<file path="src/rtl/trigger_sequencer.sv">
// trigger_sequencer: register-programmed multi-pulse trigger generator.
// A rising edge on trigger_in starts a train of up to NUM_PULSES pulses on
// trigger_out. Each pulse has its own programmable delay and width.
// Build option: define TRIGSEQ_READBACK_EN to make NUM/DELAY/WIDTH readable.
// Without it, only STATUS reads back.
module trigger_sequencer #(
   parameter int         NUM_PULSES = 4,
   parameter int         CNT_BYTES  = 4,
   parameter logic [7:0] CMD_BASE   = 8'h20
) (
   input  logic        clkin,
   input  logic        reset,
   input  logic        trigger_in,
   input  logic [7:0]  reg_cmd,
   input  logic [15:0] reg_bytecount,
   input  logic [7:0]  reg_data_in,
   output logic [7:0]  reg_data_out,
   input  logic        reg_read,
   input  logic        reg_write,
   output logic        trigger_out
);
   localparam int         CNT_W     = 8 * CNT_BYTES;
   localparam int         LANE_BITS = $clog2(CNT_BYTES);
   localparam int         IDX_W     = (NUM_PULSES > 1) ? $clog2(NUM_PULSES) : 1;
   localparam logic [7:0] NUM_MAX   = 8'(NUM_PULSES);

   typedef enum logic [1:0] {S_IDLE, S_ARMED, S_DELAY, S_PULSE} state_t;

   state_t           state, state_nxt;
   logic [CNT_W-1:0] delay_tab [NUM_PULSES];
   logic [CNT_W-1:0] width_tab [NUM_PULSES];
   logic [7:0]       num_act;
   logic             auto_rearm;
   logic             done_r, done_nxt;
   logic [3:0]       idx, idx_nxt, idx_inc;
   logic [CNT_W-1:0] cnt, cnt_nxt;
   logic             cnt_last, more_pulses;
   logic             sync_p0, sync_p1, sync_p2, rise_p3;
   logic [7:0]       cmd_off, rd_val;
   logic [15:0]      entry, lane;
   logic             entry_ok, busy, armed;
   logic             wr_ctrl, wr_num, wr_delay, wr_width, rd_hit;
   logic             arm_req, abort_req;
   logic [IDX_W-1:0] entry_sel, cur_sel, next_sel;

   // NUM is held in 1..NUM_PULSES so the sequencer never sees 0 or an
   // index past the end of the tables.
   function automatic logic [7:0] clamp_num(input logic [7:0] v);
      if (v == 8'd0)
         return 8'd1;
      else if (v > NUM_MAX)
         return NUM_MAX;
      else
         return v;
   endfunction

`ifdef TRIGSEQ_READBACK_EN
   function automatic logic [7:0] pick_lane(input logic [CNT_W-1:0] w,
                                            input logic [15:0] ln);
      logic [7:0] r;
      r = 8'h00;
      for (int b = 0; b < CNT_BYTES; b++)
         if (ln == 16'(b)) r = w[b*8 +: 8];
      return r;
   endfunction
`endif

   // Register decode. Offsets are used so that a CMD_BASE near 8'hFF does not
   // wrap the range check.
   assign cmd_off   = reg_cmd - CMD_BASE;
   assign wr_ctrl   = reg_write && (cmd_off == 8'd0);
   assign wr_num    = reg_write && (cmd_off == 8'd1);
   assign wr_delay  = reg_write && (cmd_off == 8'd2);
   assign wr_width  = reg_write && (cmd_off == 8'd3);
   assign rd_hit    = reg_read && (cmd_off < 8'd4);
   assign arm_req   = wr_ctrl && reg_data_in[0];
   assign abort_req = wr_ctrl && reg_data_in[1];
   assign entry     = reg_bytecount >> LANE_BITS;
   assign lane      = reg_bytecount & 16'(CNT_BYTES - 1);
   assign entry_ok  = entry < 16'(NUM_PULSES);
   assign entry_sel = entry[IDX_W-1:0];

   assign busy        = (state == S_DELAY) || (state == S_PULSE);
   assign armed       = (state == S_ARMED);
   assign idx_inc     = idx + 4'd1;
   assign cur_sel     = idx[IDX_W-1:0];
   assign next_sel    = idx_inc[IDX_W-1:0];
   assign cnt_last    = (cnt[CNT_W-1:1] == '0);
   assign more_pulses = ({4'b0000, idx} + 8'd1) < num_act;

   // trigger_in synchroniser (p0/p1) followed by a registered edge detect (p3).
   always_ff @(posedge clkin) begin
      if (reset) begin
         sync_p0 <= 1'b0;
         sync_p1 <= 1'b0;
         sync_p2 <= 1'b0;
         rise_p3 <= 1'b0;
      end else begin
         sync_p0 <= trigger_in;
         sync_p1 <= sync_p0;
         sync_p2 <= sync_p1;
         rise_p3 <= sync_p1 & ~sync_p2;
      end
   end

   // Configuration registers. Table and NUM writes are frozen while a train runs.
   always_ff @(posedge clkin) begin
      if (reset) begin
         num_act    <= 8'd1;
         auto_rearm <= 1'b0;
         for (int i = 0; i < NUM_PULSES; i++) begin
            delay_tab[i] <= '0;
            width_tab[i] <= '0;
         end
      end else begin
         if (wr_ctrl)
            auto_rearm <= reg_data_in[2];
         if (wr_num && !busy)
            num_act <= clamp_num(reg_data_in);
         if ((wr_delay || wr_width) && !busy && entry_ok) begin
            for (int b = 0; b < CNT_BYTES; b++) begin
               if (lane == 16'(b)) begin
                  if (wr_delay)
                     delay_tab[entry_sel][b*8 +: 8] <= reg_data_in;
                  else
                     width_tab[entry_sel][b*8 +: 8] <= reg_data_in;
               end
            end
         end
      end
   end

   // Sequencer next-state logic. A zero first delay goes straight to PULSE
   // so the first pulse lands exactly DELAY[0] cycles after edge detection.
   // Later zero delays still spend one cycle in DELAY so pulses never merge.
   always_comb begin
      state_nxt = state;
      idx_nxt   = idx;
      cnt_nxt   = cnt;
      done_nxt  = done_r;
      case (state)
         S_IDLE: begin
            if (arm_req) begin
               state_nxt = S_ARMED;
               idx_nxt   = 4'd0;
               done_nxt  = 1'b0;
            end
         end
         S_ARMED: begin
            if (rise_p3) begin
               if (delay_tab[0] == '0) begin
                  state_nxt = S_PULSE;
                  cnt_nxt   = width_tab[0];
               end else begin
                  state_nxt = S_DELAY;
                  cnt_nxt   = delay_tab[0];
               end
            end
         end
         S_DELAY: begin
            if (cnt_last) begin
               state_nxt = S_PULSE;
               cnt_nxt   = width_tab[cur_sel];
            end else begin
               cnt_nxt = cnt - 1'b1;
            end
         end
         S_PULSE: begin
            if (cnt_last) begin
               if (more_pulses) begin
                  state_nxt = S_DELAY;
                  idx_nxt   = idx_inc;
                  cnt_nxt   = delay_tab[next_sel];
               end else begin
                  done_nxt = 1'b1;
                  if (auto_rearm) begin
                     state_nxt = S_ARMED;
                     idx_nxt   = 4'd0;
                  end else begin
                     state_nxt = S_IDLE;
                  end
               end
            end else begin
               cnt_nxt = cnt - 1'b1;
            end
         end
         default: state_nxt = S_IDLE;
      endcase
      if (abort_req) begin
         state_nxt = S_IDLE;
         idx_nxt   = idx;
         done_nxt  = done_r;
      end
   end

   // Sequencer state register. trigger_out mirrors the PULSE state and is
   // registered.
   always_ff @(posedge clkin) begin
      if (reset) begin
         state       <= S_IDLE;
         idx         <= 4'd0;
         cnt         <= '0;
         done_r      <= 1'b0;
         trigger_out <= 1'b0;
      end else begin
         state       <= state_nxt;
         idx         <= idx_nxt;
         cnt         <= cnt_nxt;
         done_r      <= done_nxt;
         trigger_out <= (state_nxt == S_PULSE);
      end
   end

   // Read mux. Its output is registered below.
   always_comb begin
      rd_val = 8'h00;
      case (cmd_off)
         8'd0: rd_val = {idx, 1'b0, done_r, busy, armed};
`ifdef TRIGSEQ_READBACK_EN
         8'd1: rd_val = num_act;
         8'd2: if (entry_ok) rd_val = pick_lane(delay_tab[entry_sel], lane);
         8'd3: if (entry_ok) rd_val = pick_lane(width_tab[entry_sel], lane);
`endif
         default: rd_val = 8'h00;
      endcase
   end

   // Registered read data. It is zero unless this block was read last cycle,
   // so it can be OR-ed with the other register slaves.
   always_ff @(posedge clkin) begin
      if (reset)
         reg_data_out <= 8'h00;
      else
         reg_data_out <= rd_hit ? rd_val : 8'h00;
   end
endmodule

</file>
<file path="config.mk">
export PLATFORM = sky130hd
export DESIGN_NAME = trigger_sequencer
export DESIGN_NICKNAME = d
export VERILOG_FILES = /design/src/rtl/trigger_sequencer.sv
export SDC_FILE = /design/constraint.sdc
export NUM_CORES = 1
export LEC_CHECK = 0
export CAP_MARGIN = 10
export CORE_AREA = 2 2 164 166
export DETAILED_ROUTE_END_ITERATION = 10
export DIE_AREA = 0 0 166 168
export PLACE_DENSITY = 0.76
export SLEW_MARGIN = 20
export SYNTH_ARGS = -nofsm -noshare
export SYNTH_HDL_FRONTEND = slang
export SYNTH_SLANG_ARGS = --single-unit
</file>
<file path="constraint.sdc">
create_clock -name clkin -period 4.3 [get_ports clkin]
set_input_delay 1.075 -clock clkin [delete_from_list [all_inputs] [get_ports clkin]]
set_output_delay 1.075 -clock clkin [all_outputs]
set_load 0.02 [all_outputs]
</file>
==> results of run 1 <==
-- layout make-up --
| class | count | area, µm² | area share |
|---|---|---|---|
| Sequential cell | 318 | 8930 | 0.5297 |
| Multi-Input combinational cell | 789 | 5366 | 0.3183 |
| Clock buffer | 49 | 973.4 | 0.05775 |
| Timing Repair Buffer | 113 | 970.9 | 0.05760 |
| Tap cell | 341 | 426.7 | 0.02531 |
| Inverter | 35 | 131.4 | 0.007793 |
| Clock inverter | 10 | 58.81 | 0.003488 |
-- worst register-to-register path: stages (launching register included) --
cell and delay (ps):
dfxtp_1 390, inv_1 130, ha_1 240, clkinv_1 230
nand2_1 460, nor4_1 560, and2_1 210, buf_4 260
nand2_1 500, inv_1 310
-- synth_stat cells (all sizes together), types with 5 or more instances --
library cell and instances:
a22oi 17, buf 21, and3 5, inv 33, clkbuf 63, o21ai 84
nand3 41, a211oi 5, a31oi 12, a21o 13, xnor2 9, nor3 23
nor2b 10, a32o 11, a21oi 34, nand2 75, or4 9, o211ai 11
nand4 8, dfxtp 62, and2 25, ha 12, mux4 64, nor2 233
edfxtp 256, nor4 26, or3 6
-- power by group --
part / internal (µW) / total, µW / switching, µW
clock: 1580 / 2780 / 1200
sequential: 3510 / 3710 / 198
combinational: 740 / 2180 / 1440
total: 5830 / 8660 / 2830
-- per-layer routing --
metal	GRT usage	up-vias	part of all wire
met1	0.4126	5386	0.35
li1	-	4717	-
met2	0.5035	787	0.47
met4	0.1830	0	0.068
met3	0.06559	168	0.11
met5	0	-	0
-- metrics by stage --
stage / instance area (µm²) / setup WS [ps] / power [µW] / hold slack (ps)
floorplan: 14720 / 784.4 / 5215 / 367.4
global placement: 15830 / 288.3 / 5786 / 391.0
detailed placement: 15830 / 126.1 / 5824 / 395.3
CTS: 16860 / 509.7 / 8567 / 397.1
global route: 16860 / 262.7 / 8934 / 424.6
finish: 16860 / 430.6 / 8659 / 391.6
-- flip-flops by register name, indices dropped and copies added (netlist names), named ones only --
name	flops
num_act	8
sync_p1	1
sync_p0	1
idx	4
reg_data_out	7
auto_rearm	1
sync_p2	1
delay_tab	128
done_r	1
state	2
rise_p3	1
trigger_out	1
cnt	32
width_tab	128
-- logic make-up after synthesis --
| family | count (synthesis) | synth area share |
|---|---|---|
| AOI/OAI and AO/OA | 219 | 0.09594 |
| xor gates and xnor gates | 12 | 0.007139 |
| adders and majority gates | 12 | 0.01020 |
| buffers and inverters | 119 | 0.03187 |
| DFF | 318 | 0.6064 |
| muxes | 68 | 0.1006 |
| other | 1 | 0.0002547 |
| and+or+nand+nor | 477 | 0.1476 |
-- final timing paths --
check	startpoint	end	slack, ps	cells past startpoint
worst max-delay path	reg_cmd[5]	delay_tab[3][24]	430	10
worst min register to register	sync_p2	rise_p3	390	1
worst max register to register	state[0]	delay_tab[3][24]	830	9
worst min-delay path	sync_p2	rise_p3	390	1
==> results.toml, run 1 <==
[run_status]
status = "finished, final reports clean"

[timing]
hold_viol = 0
maxClockFrequency_mhz = 258.4
finalCriticalPeriod_ps = 3869
relSlewSlack = 0.3199
worst_pin_slew_ps = 1016
slew_viol_final = 0
timing.final.crit_share = 0.8999
setup_tns_ps = 0
rsz0062_at_grt = "no"
finalClockSkew_ps = 22.49
finalSetupViolCount = 0

[drt]
viasPerCell = 6.682
vias = 11060
ant_nets = 0
routedWlPerCell_um = 26.74
drt_iter0_drc = 1811
routed_wl_um = 44260
drc = 0
firstDrtPassIters = 7

[floorplanning]
chipHeight_um = 168
initial_core_util = 0.5588
num_rows = 60
core_um2 = 26350
die-area_um2 = 27890
die_w_um = 166
io_pins = 46

[setup_path]
max_stage_delay_ps = 520
crit_family = "simple AND/OR/NAND/NOR gates"
worst-path-max-fanout = 20
path_cells = "clkdlybuf4s50_1 -> inv_1 -> ha_1 -> nor4b_1 -> nand4_1 -> nor4_1 -> and2_1 -> buf_4 -> nand2_1 -> inv_1"
cp_data_required_time_ps = 4630
arrival_ps = 4200
cp_slowest_cell = "clkdlybuf4s50_1"
crit_buf_inv = 4
critPathLaunchType = "input port"
cpMostUsedCell = "inv_1"
worstSetupPathType = "in -> reg"
endpoint_kind = "register"

[layout]
area_growth_pct = 14.49
final_common_cell = "edfxtp_1"
postLayoutCoreUtil = 0.6397
final_net_count = 1340
fillers = 1986
diodes = 0
final_layout_size_suffix_gt1_frac = 0.1537
stdcell_count = 1655
final_cell_mix = "edfxtp_1 (256), nor2_1 (231), o21ai_0 (83)"

[placement]
hpwl_um = 30920
port_buffers = 44
post-place-cells = 1596
routabilityCongestion = 0.9555

[global_routing]
antenna_found_initial = 0
grtUsageTotal = 0.3179
grt_max_degree = 47
grt_pass1_vias = 10710
grt_pass1_wl_um = 65740
globalRoute.totalOverflow = 0

[logic_synthesis]
synth_area_um2 = 14720
yosys_register_bits = 318
synth_edf_count = 256
ys.flop_type = "edfxtp_1"
synth-async-reset-ratio = 0
avgSynthCellArea_um2 = 12.01
syn_nets = 1275
yosys.area.top_type = "edfxtp_1"
synth_area_leaders = "edfxtp_1 (52%), mux4_2 (9.8%), dfxtp_1 (8.4%)"
synth_seq_area_share = 0.6064
synth_top_area_share = 0.5221
synth_cells = 1226
ys_types = 64
yosysWarnings = 0

[cts]
cts_buffers = 34
ctsRootBufferMaster = "clkbuf_16"
post_cts_buffers = 0
cts_num_sinks = 318
ctsResizeCount = 0
path_clk_slew_ps = 60
tritoncts = "done"
holdBufCountCts = 0
htreeDepth = 2
clk-insertion-delay-late_ps = 520
clock_path_buffers = 3

[job]
maxCapViolCount = 0

[min_path]
holdCritPathClass = "reg -> reg"

[power]
powerDensity_nw_per_um2 = 513.7
ir_drop_uv = 470.4
p_leak_uw = 0.005791
No activity file was read; power rests on OpenSTA's default activity.
==> run 2: changes to the inputs <==
--- a/config.mk
+++ b/config.mk
@@ -6,9 +6,9 @@
 export NUM_CORES = 1
 export LEC_CHECK = 0
 export CAP_MARGIN = 10
-export CORE_AREA = 2 2 164 166
+export CORE_AREA = 2 2 157 174
 export DETAILED_ROUTE_END_ITERATION = 10
-export DIE_AREA = 0 0 166 168
+export DIE_AREA = 0 0 159 176
 export PLACE_DENSITY = 0.76
 export SLEW_MARGIN = 20
 export SYNTH_ARGS = -nofsm -noshare
==> run 2 against run 1 <==
Net effect: via count increased by 0.78%; die area increased by 0.34%; hold slack improved by 3.2 ps; cell count increased by 0.97%; global-route usage increased by 0.41 points; utilization increased by 1.1 points; non-clock buffer count increased by 3; worst setup slack improved by 290 ps; clock-buffer cell count decreased by 9; critical path type unchanged.
==> results.toml, run 2 (synthesis gave the netlist of run 1 again) <==
[floorplanning]
die_w_um = 159
chipHeight_um = 176
die-area_um2 = 27980
num_rows = 62
io_pins = 46
core_um2 = 26070
initial_core_util = 0.5649

[cts]
cts_num_sinks = 318
path_clk_slew_ps = 60
clk-insertion-delay-late_ps = 530
cts_buffers = 34
tritoncts = "done"
ctsResizeCount = 0
ctsRootBufferMaster = "clkbuf_16"
post_cts_buffers = 0
htreeDepth = 2
holdBufCountCts = 0
clock_path_buffers = 3

[layout]
final_layout_size_suffix_gt1_frac = 0.1562
reg.largest.list = "delay_tab x128, width_tab x128, cnt x32"
final_common_cell = "edfxtp_1"
diodes = 0
area_growth_pct = 15.13
final_cell_mix = "edfxtp_1 (256), nor2_1 (231), o21ai_0 (83)"
postLayoutCoreUtil = 0.6504
final_net_count = 1343

[min_path]
min-delay-start = "sync_p2"
min_path_cells = 1
hold_end = "rise_p3"
holdCritPathClass = "reg -> reg"

[timing]
finalClockSkew_ps = 14.73
setup_tns_ps = 0
rsz0062_at_grt = "no"
finalCriticalPeriod_ps = 3584
relSlewSlack = 0.3540
maxClockFrequency_mhz = 279.0
hold_viol = 0
timing.final.crit_share = 0.8335
worst_pin_slew_ps = 969.0
slew_viol_final = 0
hold_slack_ps = 394.8
finalSetupViolCount = 0

[setup_path]
rr_endpoint = "cnt[6]"
worstReg2RegStart = "cnt[24]"
reg2reg_depth = 6
endpoint_kind = "register"
reg2reg_slack_ps = 910
cp_data_required_time_ps = 4680
worst-path-max-fanout = 20
arrival_ps = 3970
critPathLaunchType = "input port"
worstSetupPathType = "in -> reg"

[run_status]
status = "finished, final reports clean"

[power]
p_leak_uw = 0.005809
powerDensity_nw_per_um2 = 519.2
ir_drop_uv = 377.9
total_power_uw = 8802

[drt]
drt_iter0_drc = 1989
routed_wl_um = 44710
viasPerCell = 6.669
routedWlPerCell_um = 26.76
firstDrtPassIters = 8
ant_nets = 0
vias = 11140
drc = 0

[global_routing]
antenna_found_initial = 1
grtUsageTotal = 0.3219
grt_pass1_vias = 10620
grt_max_degree = 63
globalRoute.totalOverflow = 0
grt_pass1_wl_um = 66740

[placement]
port_buffers = 44
routabilityCongestion = 0.9332
hpwl_um = 31470

[job]
maxCapViolCount = 0
run 2: cell types whose count changed in the layout (fill, tap and decap cells not counted):
cell | previous run | this run
clkbuf_1 | 10 | 5
clkinv_4 | 1 | 0
buf_4 | 68 | 71
bufinv_16 | 0 | 3
clkbuf_4 | 1 | 0
clkbuf_16 | 36 | 34
clkbuf_8 | 2 | 1
clkinvlp_4 | 0 | 3
clkinv_1 | 3 | 9
clkinv_2 | 5 | 2
clkinvlp_2 | 0 | 1
clkinv_8 | 0 | 2
run 2: critical path, stage by stage:
cell             delay [ps]
clkdlybuf4s50_1         390
or4_1                   520
nor4_1                  210
nand4b_1                200
nor4_1                  380
and2_1                  180
buf_4                   250
nand2_1                 360
buf_4                   280
nor2_1                  110
run 2: metal layers:
metal  share of wire  wire [µm]  GRT usage  vias to the layer above
li1                -          -          -                     4718
met1            0.34      15400     0.4198                     5388
met2            0.46      20730     0.5150                      856
met3            0.12       5501    0.06272                      182
met4           0.069       3073     0.1773                        0
met5               0          0          0                        -
run 2: power by group:
part / switching, µW / leakage, µW / internal, µW
Sequential: 198 / 0.00315 / 3510
Clock: 1230 / 0.000518 / 1670
Combinational: 1460 / 0.00214 / 740
Total: 2890 / 0.00581 / 5910
run 2: stage by stage:
stage | cell area (µm²) | setup WS (ps) | cells
5_1_grt | 16950 | 436.4 | 1671
2_1_floorplan | 14720 | 784.4 | 1226
4_1_cts | 16950 | 714.3 | 1671
3_3_place_gp | 15860 | 286.4 | 1610
3_5_place_dp | 15860 | 213.8 | 1610
6_report | 16950 | 715.9 | 1671
run 2: area by class of cell:
cell class	instances	area, µm²
inverter	35	131.4
timing repair buffer	116	993.5
clock buffer	40	883.3
sequential	318	8930
multi-input combinational	789	5366
clock inverter	21	207.7
tap	352	440.4
fill	1999	9112
run 2: worst max path at each step:
stage | from | end | slack (ps) | depth (start not counted)
6_report | reg_bytecount[10] | delay_tab[1][14] | 720 | 10
5_1_grt | reg_cmd[5] | delay_tab[2][18] | 440 | 10
4_1_cts | reg_bytecount[10] | delay_tab[2][23] | 710 | 9
3_5_place_dp | reg_bytecount[10] | delay_tab[1][14] | 210 | 10
3_3_place_gp | reg_cmd[5] | width_tab[0][8] | 290 | 10
2_1_floorplan | reg_bytecount[10] | delay_tab[2][0] | 780 | 8
==> RTL edit 1, RTL diff (flow settings as in run 2) <==
`CNT_BYTES`: 4 -> 2.
--- a/src/rtl/trigger_sequencer.sv
+++ b/src/rtl/trigger_sequencer.sv
@@ -6,5 +6,5 @@
 module trigger_sequencer #(
    parameter int         NUM_PULSES = 4,
-   parameter int         CNT_BYTES  = 4,
+   parameter int         CNT_BYTES  = 2,
    parameter logic [7:0] CMD_BASE   = 8'h20
 ) (
Formal check against the unedited RTL: not equivalent (Yosys sat finds a counterexample within 10 cycles, from zero or initial values and one cycle with reset high).
==> RTL edit 1 against run 2 <==
- sequential cell count fell by 144
- critical path depth fell by 2
- sequential share of layout area fell by 3.6 points
- area after synthesis fell by 44%
- routed wire length fell by 51%
- register-to-register slack got worse by 330 ps
- sequential power fell by 44%
- worst setup slack got worse by 180 ps
- design area fell by 43%
- power fell by 42%
==> RTL edit 1: results <==
# TYPE chip_impl_metric gauge
chip_impl_info{name="crit_slowest_cell",value="sky130_fd_sc_hd__nor4b_1"} 1
chip_impl_metric{name="synth_enable_flop_cells",unit=""} 128
chip_impl_metric{name="cp_slowest_stage_delay",unit="ps"} 490
chip_impl_metric{name="met3RoutedLength",unit="microns"} 2460
chip_impl_metric{name="sequential_power_share",unit="%"} 40.3
chip_impl_info{name="cp-startpoint",value="reg_cmd[5]"} 1
chip_impl_metric{name="design.final.nets",unit=""} 803
chip_impl_metric{name="worst_case_clock_buffer_depth",unit=""} 2
chip_impl_metric{name="worst_clock_skew",unit="ps"} 14.0
chip_impl_metric{name="n_sequential_cell",unit=""} 174
chip_impl_metric{name="yosys.area_share.adder",unit="%"} 1.81
chip_impl_metric{name="static_leakage",unit="nW"} 3.34
chip_impl_metric{name="clock_tree_area_fraction",unit="%"} 5.91
chip_impl_metric{name="grt_first_pass_wirelength",unit="microns"} 33900
chip_impl_metric{name="synth.net_count",unit=""} 763
chip_impl_info{name="outcome",value="finished, final reports clean"} 1
chip_impl_metric{name="globalRouteMet2Util",unit="%"} 26.3
chip_impl_metric{name="detail_route.wirelength.met1",unit="microns"} 8710
chip_impl_metric{name="power.ir.vdd_worst",unit="uV"} 298
chip_impl_info{name="reg.largest.list",value="delay_tab: 64 flops, width_tab: 64 flops, cnt: 16 flops"} 1
chip_impl_info{name="synth.area.top_cells",value="sky130_fd_sc_hd__edfxtp_1, sky130_fd_sc_hd__dfxtp_1, sky130_fd_sc_hd__mux4_2"} 1
chip_impl_metric{name="ff_latch_area",unit="sq um"} 4770
chip_impl_metric{name="clkSlewWorstSetupHoldPaths",unit="ps"} 80
chip_impl_metric{name="via_per_inst",unit=""} 5.42
chip_impl_metric{name="n_all_inverters",unit=""} 15
chip_impl_metric{name="p_switching",unit="mW"} 1.89
chip_impl_metric{name="dp_hpwl",unit="microns"} 16000
chip_impl_metric{name="layout.cells.non_filler",unit=""} 1119
chip_impl_metric{name="yosysSeqAreaShare",unit="%"} 57.4
-- RTL edit 1: cell types whose count changed after synthesis, sizes merged, moves of 16 or more --
cell and delta:
edfxtp -128, nor2 -105, o21ai -51, nand2 -38, mux4 -37, clkbuf -35
nand3 -34, inv -18, dfxtp -16
-- RTL edit 1: worst min-delay path by stage --
stage	end	slack (ps)	depth (start not counted)
floorplan	rise_p3$_SDFF_PP0_	370	1
global placement	rise_p3$_SDFF_PP0_	380	1
detailed placement	rise_p3$_SDFF_PP0_	390	1
CTS	rise_p3$_SDFF_PP0_	390	1
global route	rise_p3$_SDFF_PP0_	410	1
finish	rise_p3$_SDFF_PP0_	390	1
-- RTL edit 1: worst reg2reg max path: cells and delay by family (launching register included) --
family	cells	cell delay, ps
adder cells (fa/ha/maj)	1	510
AND/OR/NAND/NOR	4	1900
flip-flops	1	430
buffers and inverters	2	330
AO/OA/AOI/OAI	1	260
==> RTL edit 2, RTL diff (config.mk and constraints of run 2) <==
Without the edit above. Re-encode `state_t` (4 states) as Gray code, 2 bits wide.
--- a/src/rtl/trigger_sequencer.sv
+++ b/src/rtl/trigger_sequencer.sv
@@ -25,5 +25,5 @@
    localparam logic [7:0] NUM_MAX   = 8'(NUM_PULSES);
 
-   typedef enum logic [1:0] {S_IDLE, S_ARMED, S_DELAY, S_PULSE} state_t;
+   typedef enum logic [1:0] {S_IDLE = 2'b00, S_ARMED = 2'b01, S_DELAY = 2'b11, S_PULSE = 2'b10} state_t;
 
    state_t           state, state_nxt;
Function: same outputs for any inputs over 4 cycles, from zero or initial values and one cycle with reset high; so few cycles prove little.
==> RTL edit 2 against run 2 <==
- area after synthesis rose by 1.6%
- worst hold slack got worse by 7.2 ps
- sequential cell count did not move
- highest routed layer is now met5
- register-to-register slack improved by 150 ps
- critical path type unchanged
- fmax fell by 2.8%
- critical path depth fell by 1
- design area rose by 1.9%
- worst setup slack got worse by 100 ps
- routed wire length rose by 5.3%
- via count rose by 4.2%
- sequential share of layout area fell by 0.99 points
Power is not compared: it rests on default switching activity, and its combinational part moved more than twofold at a synthesized area within 25%.
==> RTL edit 2: results <==
# TYPE chip_impl_metric gauge
chip_impl_metric{name="setup.reg_to_reg.worst_slack",unit="ps"} 1060
chip_impl_metric{name="gpl.final_weighted_congestion",unit=""} 1.06
chip_impl_metric{name="cells_after_dpl",unit=""} 1664
chip_impl_metric{name="dp_hpwl",unit="microns"} 33900
chip_impl_metric{name="avg_wl_per_cell",unit="microns"} 27.3
chip_impl_metric{name="grt_max_degree",unit=""} 51
chip_impl_metric{name="yosysSeqAreaShare",unit="%"} 59.7
chip_impl_info{name="synth.area.top_cells",value="sky130_fd_sc_hd__edfxtp_1, sky130_fd_sc_hd__dfxtp_1, sky130_fd_sc_hd__mux4_2"} 1
chip_impl_metric{name="met3RoutedLength",unit="microns"} 5930
chip_impl_metric{name="timing.reg2reg.worst_path_depth",unit=""} 11
chip_impl_metric{name="antenna_found_initial",unit=""} 0
chip_impl_metric{name="grt_first_pass_wirelength",unit="microns"} 69400
chip_impl_info{name="routed.top_layer",value="met5"} 1
chip_impl_metric{name="worst_clock_skew",unit="ps"} 24.2
chip_impl_metric{name="detail_route.wirelength.met1",unit="microns"} 16600
chip_impl_metric{name="globalRouteMet2Util",unit="%"} 51.9
chip_impl_metric{name="detailedRoute.firstIterationViolations",unit=""} 2016
chip_impl_info{name="outcome",value="finished, final reports clean"} 1
chip_impl_metric{name="post_synth_inst_count",unit=""} 1266
chip_impl_info{name="crit-reg2reg-capture",value="cnt[20]$_SDFFE_PP0P_"} 1
chip_impl_metric{name="detailedRoute.firstPassIterationCount",unit=""} 9
chip_impl_metric{name="layout-drive-gt1-share",unit="%"} 17.4
chip_impl_metric{name="grt_pass1_vias",unit=""} 10800
chip_impl_metric{name="filler_cell_count",unit=""} 1925
chip_impl_metric{name="fmaxAchievable",unit="MHz"} 271
chip_impl_metric{name="met2_length",unit="microns"} 20900
chip_impl_metric{name="netlist-cell-type-count",unit=""} 75
chip_impl_metric{name="groute.layer.met1.usage",unit="%"} 44.1
-- RTL edit 2: cell types whose count changed after synthesis, sizes merged, moves of 12 or more --
cell,delta
o21ai,-63
nand2,+55
mux2i,+39
nand3,-19
a22oi,-17
and2,-16
mux4,-16
o22ai,+14
nor2,+12
-- RTL edit 2: layout make-up --
| cell class | instances | area share (%) |
|---|---|---|
| Tap cell | 352 | 2.55 |
| Clock buffer | 41 | 5.38 |
| Timing Repair Buffer | 132 | 6.70 |
| Sequential cell | 318 | 51.7 |
| Inverter | 38 | 0.825 |
| Clock inverter | 16 | 0.804 |
| Multi-Input combinational cell | 824 | 32.1 |
-- RTL edit 2: worst max path at each step --
stage / start / end
2_1_floorplan: reg_cmd[5] / delay_tab[3][0]$_DFFE_PP_
3_3_place_gp: reg_cmd[5] / width_tab[1][0]$_SDFFCE_PN0P_
3_5_place_dp: reg_cmd[5] / width_tab[1][4]$_SDFFCE_PN0P_
4_1_cts: reg_cmd[5] / width_tab[1][1]$_SDFFCE_PN0P_
5_1_grt: reg_cmd[5] / width_tab[0][5]$_SDFFCE_PN0P_
6_report: reg_cmd[5] / width_tab[1][1]$_SDFFCE_PN0P_
-- RTL edit 2: kinds of logic after synthesis --
| family | synth area share, % |
|---|---|
| compound gates | 9.17 |
| fa+ha+maj | 0.586 |
| flops | 59.7 |
| buf+inv | 3.47 |
| xor+xnor | 0.234 |
| simple gates | 16.6 |
| other cells | 0.0251 |
| mux | 10.2 |
-- RTL edit 2: per-stage QoR --
step | hold WS (ps) | cell area (sq um)
global route | 400 | 17300
detailed placement | 382 | 16200
global placement | 380 | 16200
finish | 388 | 17300
floorplan | 367 | 15000
CTS | 393 | 17300
